[config.mk]
export PLATFORM = sky130hd
export DESIGN_NAME = sync_fifo_param
export DESIGN_NICKNAME = d
export VERILOG_FILES = /design/src/rtl/fifo_pkg.sv /design/src/rtl/fifo_ram.sv /design/src/rtl/sync_fifo_param.sv
export SDC_FILE = /design/constraint.sdc
export NUM_CORES = 1
export LEC_CHECK = 0
export CORE_MARGIN = 10
export CORE_UTILIZATION = 45
export CTS_CLUSTER_SIZE = 16
export DETAILED_ROUTE_END_ITERATION = 10
export PLACE_DENSITY = 0.68
export SLEW_MARGIN = 20
export SYNTH_ARGS = -nofsm -noshare
export SYNTH_HDL_FRONTEND = slang
export SYNTH_SLANG_ARGS = --single-unit
[constraint.sdc]
create_clock -name CLK -period 3.7 [get_ports CLK]
set_input_delay 1.11 -clock CLK [delete_from_list [all_inputs] [get_ports CLK]]
set_output_delay 1.11 -clock CLK [all_outputs]
set_load 0.01 [all_outputs]
[src/rtl/fifo_pkg.sv]
// Shared FIFO constants and sizing helpers.
// Pointer width is one bit wider than the address to tell full from empty.
package fifo_pkg;

  localparam int DEF_DATA_W = 8;
  localparam int DEF_DEPTH  = 16;

  function automatic int clog2(input int n);
    int r;
    int v;
    r = 0;
    v = n - 1;
    while (v > 0) begin
      r++;
      v = v >> 1;
    end
    return r;
  endfunction

  function automatic int ptr_w(input int depth);
    return clog2(depth) + 1;
  endfunction

endpackage

[src/rtl/fifo_ram.sv]
// Simple dual-port storage for sync_fifo_param.
// Synchronous write, synchronous registered read, no reset.
module fifo_ram
  import fifo_pkg::*;
#(
  parameter int DATA_W = DEF_DATA_W,
  parameter int DEPTH  = DEF_DEPTH,
  parameter int AW     = clog2(DEPTH)
) (
  input  logic              CLK,
  input  logic              we,
  input  logic [AW-1:0]     waddr,
  input  logic [DATA_W-1:0] wdata,
  input  logic              re,
  input  logic [AW-1:0]     raddr,
  output logic [DATA_W-1:0] rdata
);

  logic [DATA_W-1:0] mem [DEPTH];

  always_ff @(posedge CLK) begin
    if (we) mem[waddr] <= wdata;
    if (re) rdata <= mem[raddr];
  end

endmodule

[src/rtl/sync_fifo_param.sv]
// Parameterised synchronous FIFO with sticky overflow/underflow flags.
// Define SYNC_FIFO_FWFT_EN for first-word-fall-through output.
module sync_fifo_param
  import fifo_pkg::*;
#(
  parameter int DATA_W    = DEF_DATA_W,
  parameter int DEPTH     = DEF_DEPTH,
  parameter int AF_MARGIN = 2,
  parameter int AE_MARGIN = 2
) (
  input  logic                    CLK,
  input  logic                    RST,
  input  logic [DATA_W-1:0]       DIN,
  input  logic                    WR_EN,
  input  logic                    RD_EN,
  input  logic                    CLR_ERR,
  output logic [DATA_W-1:0]       DOUT,
  output logic                    FULL,
  output logic                    EMPTY,
  output logic                    ALMOST_FULL,
  output logic                    ALMOST_EMPTY,
  output logic [ptr_w(DEPTH)-1:0] COUNT,
  output logic                    OVERFLOW,
  output logic                    UNDERFLOW
);

  localparam int AW = clog2(DEPTH);
  localparam int PW = ptr_w(DEPTH);

  localparam logic [PW-1:0] ONE      = PW'(1);
  localparam logic [PW-1:0] FULL_CNT = PW'(DEPTH);
  localparam logic [PW-1:0] AF_LVL   = PW'(DEPTH - AF_MARGIN);
  localparam logic [PW-1:0] AE_LVL   = PW'(AE_MARGIN);

  logic [PW-1:0]     wr_ptr;
  logic [PW-1:0]     rd_ptr;
  logic [PW-1:0]     cnt;
  logic              wr_acc;
  logic              rd_acc;
  logic              ram_re;
  logic              mem_empty;
  logic              dout_zero;
  logic [DATA_W-1:0] ram_q;

  assign mem_empty = (wr_ptr == rd_ptr);

`ifdef SYNC_FIFO_FWFT_EN
  // RAM read register doubles as the one-entry output stage.
  logic ovalid;

  assign FULL   = (cnt == FULL_CNT);
  assign EMPTY  = ~ovalid;
  assign rd_acc = RD_EN & ovalid;
  assign ram_re = ~mem_empty & (~ovalid | rd_acc);

  always_ff @(posedge CLK) begin
    if (RST) ovalid <= 1'b0;
    else     ovalid <= ram_re | (ovalid & ~rd_acc);
  end
`else
  assign FULL   = (wr_ptr[AW-1:0] == rd_ptr[AW-1:0])
                & (wr_ptr[AW] != rd_ptr[AW]);
  assign EMPTY  = mem_empty;
  assign rd_acc = RD_EN & ~mem_empty;
  assign ram_re = rd_acc;
`endif

  assign wr_acc = WR_EN & ~FULL;

  fifo_ram #(
    .DATA_W (DATA_W),
    .DEPTH  (DEPTH),
    .AW     (AW)
  ) u_ram (
    .CLK   (CLK),
    .we    (wr_acc),
    .waddr (wr_ptr[AW-1:0]),
    .wdata (DIN),
    .re    (ram_re),
    .raddr (rd_ptr[AW-1:0]),
    .rdata (ram_q)
  );

  always_ff @(posedge CLK) begin
    if (RST) begin
      wr_ptr    <= '0;
      rd_ptr    <= '0;
      cnt       <= '0;
      dout_zero <= 1'b1;
      OVERFLOW  <= 1'b0;
      UNDERFLOW <= 1'b0;
    end else begin
      if (wr_acc) wr_ptr <= wr_ptr + ONE;
      if (ram_re) begin
        rd_ptr    <= rd_ptr + ONE;
        dout_zero <= 1'b0;
      end
      if (wr_acc & ~rd_acc)      cnt <= cnt + ONE;
      else if (rd_acc & ~wr_acc) cnt <= cnt - ONE;
      // A new error event wins over a clear in the same cycle.
      if (WR_EN & FULL)  OVERFLOW <= 1'b1;
      else if (CLR_ERR)  OVERFLOW <= 1'b0;
      if (RD_EN & EMPTY) UNDERFLOW <= 1'b1;
      else if (CLR_ERR)  UNDERFLOW <= 1'b0;
    end
  end

  // RAM output is not reset, so mask it until the first read.
  assign DOUT         = dout_zero ? '0 : ram_q;
  assign COUNT        = cnt;
  assign ALMOST_FULL  = (cnt >= AF_LVL);
  assign ALMOST_EMPTY = (cnt <= AE_LVL);

endmodule

==> impl_metrics.toml <==
[timing]
slew-limit-headroom = 0.510
tightest_slew_ps = 733
fin_crit_sh = 0.890
drv_slew = 0
tns_ps = 0
hold_viol_final = 0
rsz0062_at_grt = "false"
worst_hold_slack_ps = 572
fmax_ghz = 0.304
setup_viol = 0
clock_skew_ps = 6.22
period_minus_slack_ps = 3290

[setup_path]
crit_path_start_kind = "flip-flop"
r2r_start = "wr_ptr[2]"
arrival_ps = 2180
crit_chain = "xnor2_1 > nand4_2 > nor2_1 > clkdlybuf4s50_1"
cp_max_fo = 10
cp.required_ps = 2590
crit_type = "reg -> out"
slowest_stage = "clkdlybuf4s50_1"
crit_start = "wr_ptr[2]"
crit_end = "EMPTY"
r2r-end = "COUNT[4]"
r2r_cells = 10
cp_slowest_stage_delay_ps = 580
endpoint_kind = "output port"
reg2reg_slack_ps = 720

[floorplanning]
ios = 32
floorplan.die.width_um = 139
core_area_mm2 = 0.0138
die_area_mm2 = 0.0193
die_h_um = 139
start_util = 0.459
core.rowCount = 43

[place]
gpl.final_weighted_congestion = 0.766
dpl_cell_area_mm2 = 0.00681
port_buffers = 31
place.detailed.hpwl_um = 7230

[route]
drtIter0Drc = 221
vias = 3147
viasPerCell = 5.40
ant_nets = 0
drt_wl_total_um = 11500
wl_per_cell_um = 19.6
drtPass1Iterations = 5
drc = 0

[synthesis]
syn_nets = 377
async_flop_share = 0
syn-instance-count = 354
synth_top_family_by_area = "multiplexers"
dominantRegCellSynth = "edfxtp_1"
avgSynthCellArea_um2 = 17.9
seq_area_frac_synth = 0.700
synth-adder-area-share = 0.0209
yosysMostFrequentCell = "edfxtp_1"
muxShareOfSynthArea = 0.134
synth_xor_xnor_area_share = 0.0233
synth_top_area_frac = 0.644
ys_warn_count = 0
synth_common_cells = "edfxtp_1, mux4_2, nor2_1, nor2b_1, dfxtp_1"
synthSimpleGateAreaFrac = 0.0584
synth_area_leaders = "edfxtp_1, mux4_2, dfxtp_1"
netlist_area_mm2 = 0.00635
synth_compound_area_frac = 0.0398
synth_cell_types = 35
synth_edf_count = 136
synth_top_area_cell = "edfxtp_1"
synth-seq-cells = 154

[cts]
postCtsHoldBufs = 0
cts.path.max_buffers = 2
htreeDepth = 4
cts_resized = 0
postCtsSetupBuffers = 0
worstSkewPairLatency_ps = 420
cts_sinks = 154
cts.clk_slew.worst_paths_ps = 60
tritoncts = "yes"
cts_root_buf = "clkbuf_16"
cts_buffers = 17

[power]
power.total_mw = 4.44
leakage_nw = 2.44
peakVddDrop_mv = 0.301
power.density_mw_per_mm2 = 601

[layout]
antenna_cells = 0
fillerInstances = 1065
fin_area_mm2 = 0.00739
areaGrowthSynthToFinish_pct = 16.4
final_nets = 413
drive_gt1_frac = 0.189

[run]
maxCapViolCount = 0

[global_route]
globalRouteOverflowTotal = 0
grt_pass1_wl_um = 18600
antenna_found_initial = 0
grt_pass1_vias = 3242
grt_usage = 0.124
grt_max_degree = 36

[hold_path]
holdCritPathClass = "reg -> reg"
hp-start = "rd_ptr[4]"

[run_status]
status = "finished clean"
how the worst min path moves through the flow:
stage / endpoint / slack (ps) / cells after the start
2_1_floorplan: rd_ptr[4] / 520 / 2
3_5_place_dp: rd_ptr[4] / 550 / 2
4_1_cts: rd_ptr[4] / 570 / 2
6_report: rd_ptr[4] / 570 / 2
3_3_place_gp: rd_ptr[4] / 540 / 2
5_1_grt: COUNT[2] / 630 / 2
power breakdown:
| part | switching, mW | internal [mW] |
|---|---|---|
| logic | 0.364 | 0.388 |
| registers | 0.0551 | 1.97 |
| clock network | 0.762 | 0.900 |
sequential cells by signal, summed over array words and instances, names as in the netlist:
register	count
OVERFLOW	1
UNDERFLOW	1
dout_zero	1
COUNT	5
wr_ptr	5
u_ram.rdata	8
rd_ptr	5
u_ram.mem	128
area by class of cell:
class	instances	area (µm²)	share of cell area
Timing Repair Buffer	36	348	0.0471
Sequential cell	154	4450	0.602
Clock buffer	17	425	0.0576
Inverter	9	33.8	0.00457
Multi-Input combinational cell	172	1760	0.238
Tap cell	180	225	0.0305
Clock inverter	15	153	0.0207
cells in the final DEF, fill, tap and decap left out, types with 12 or more instances in the layout:
master / Yosys / layout
and3_1: 12 / 12
nor2b_1: 20 / 20
clkbuf_16: 0 / 17
a21oi_1: 15 / 15
mux2i_1: 12 / 12
mux4_2: 32 / 32
dfxtp_1: 18 / 17
nor2_1: 23 / 23
clkdlybuf4s50_1: 0 / 31
edfxtp_1: 136 / 136
cell families after synthesis:
| group | Yosys count |
|---|---|
| compound gates | 36 |
| flops | 154 |
| mux | 45 |
| simple gates | 65 |
| xor+xnor | 16 |
| fa+ha+maj | 10 |
| buf+inv | 28 |
worst max-delay path: cells and delay by family (launching register included):
| family | cells | cell delay [ps] |
|---|---|---|
| xor gates and xnor gates | 1 | 200 |
| buffers and inverters | 1 | 580 |
| DFF | 1 | 520 |
| and+or+nand+nor | 2 | 470 |
stage by stage:
stage               instances   util  worst slack [ps]
floorplan                 354      -               586
global placement          551  0.492               200
detailed placement        551  0.492               103
CTS                       583  0.534               399
global route              583  0.534               209
finish                    583  0.534               407
routing by layer:
| layer | vias to the layer above | part of all wire | GRT usage |
|---|---|---|---|
| met2 | 66 | 0.50 | 0.199 |
| met4 | 0 | 0.015 | 0.0417 |
| met3 | 15 | 0.043 | 0.0411 |
| met1 | 1603 | 0.44 | 0.154 |
| met5 | - | 0 | 0 |
| li1 | 1463 | - | - |
(Power assumes the default switching activity.)
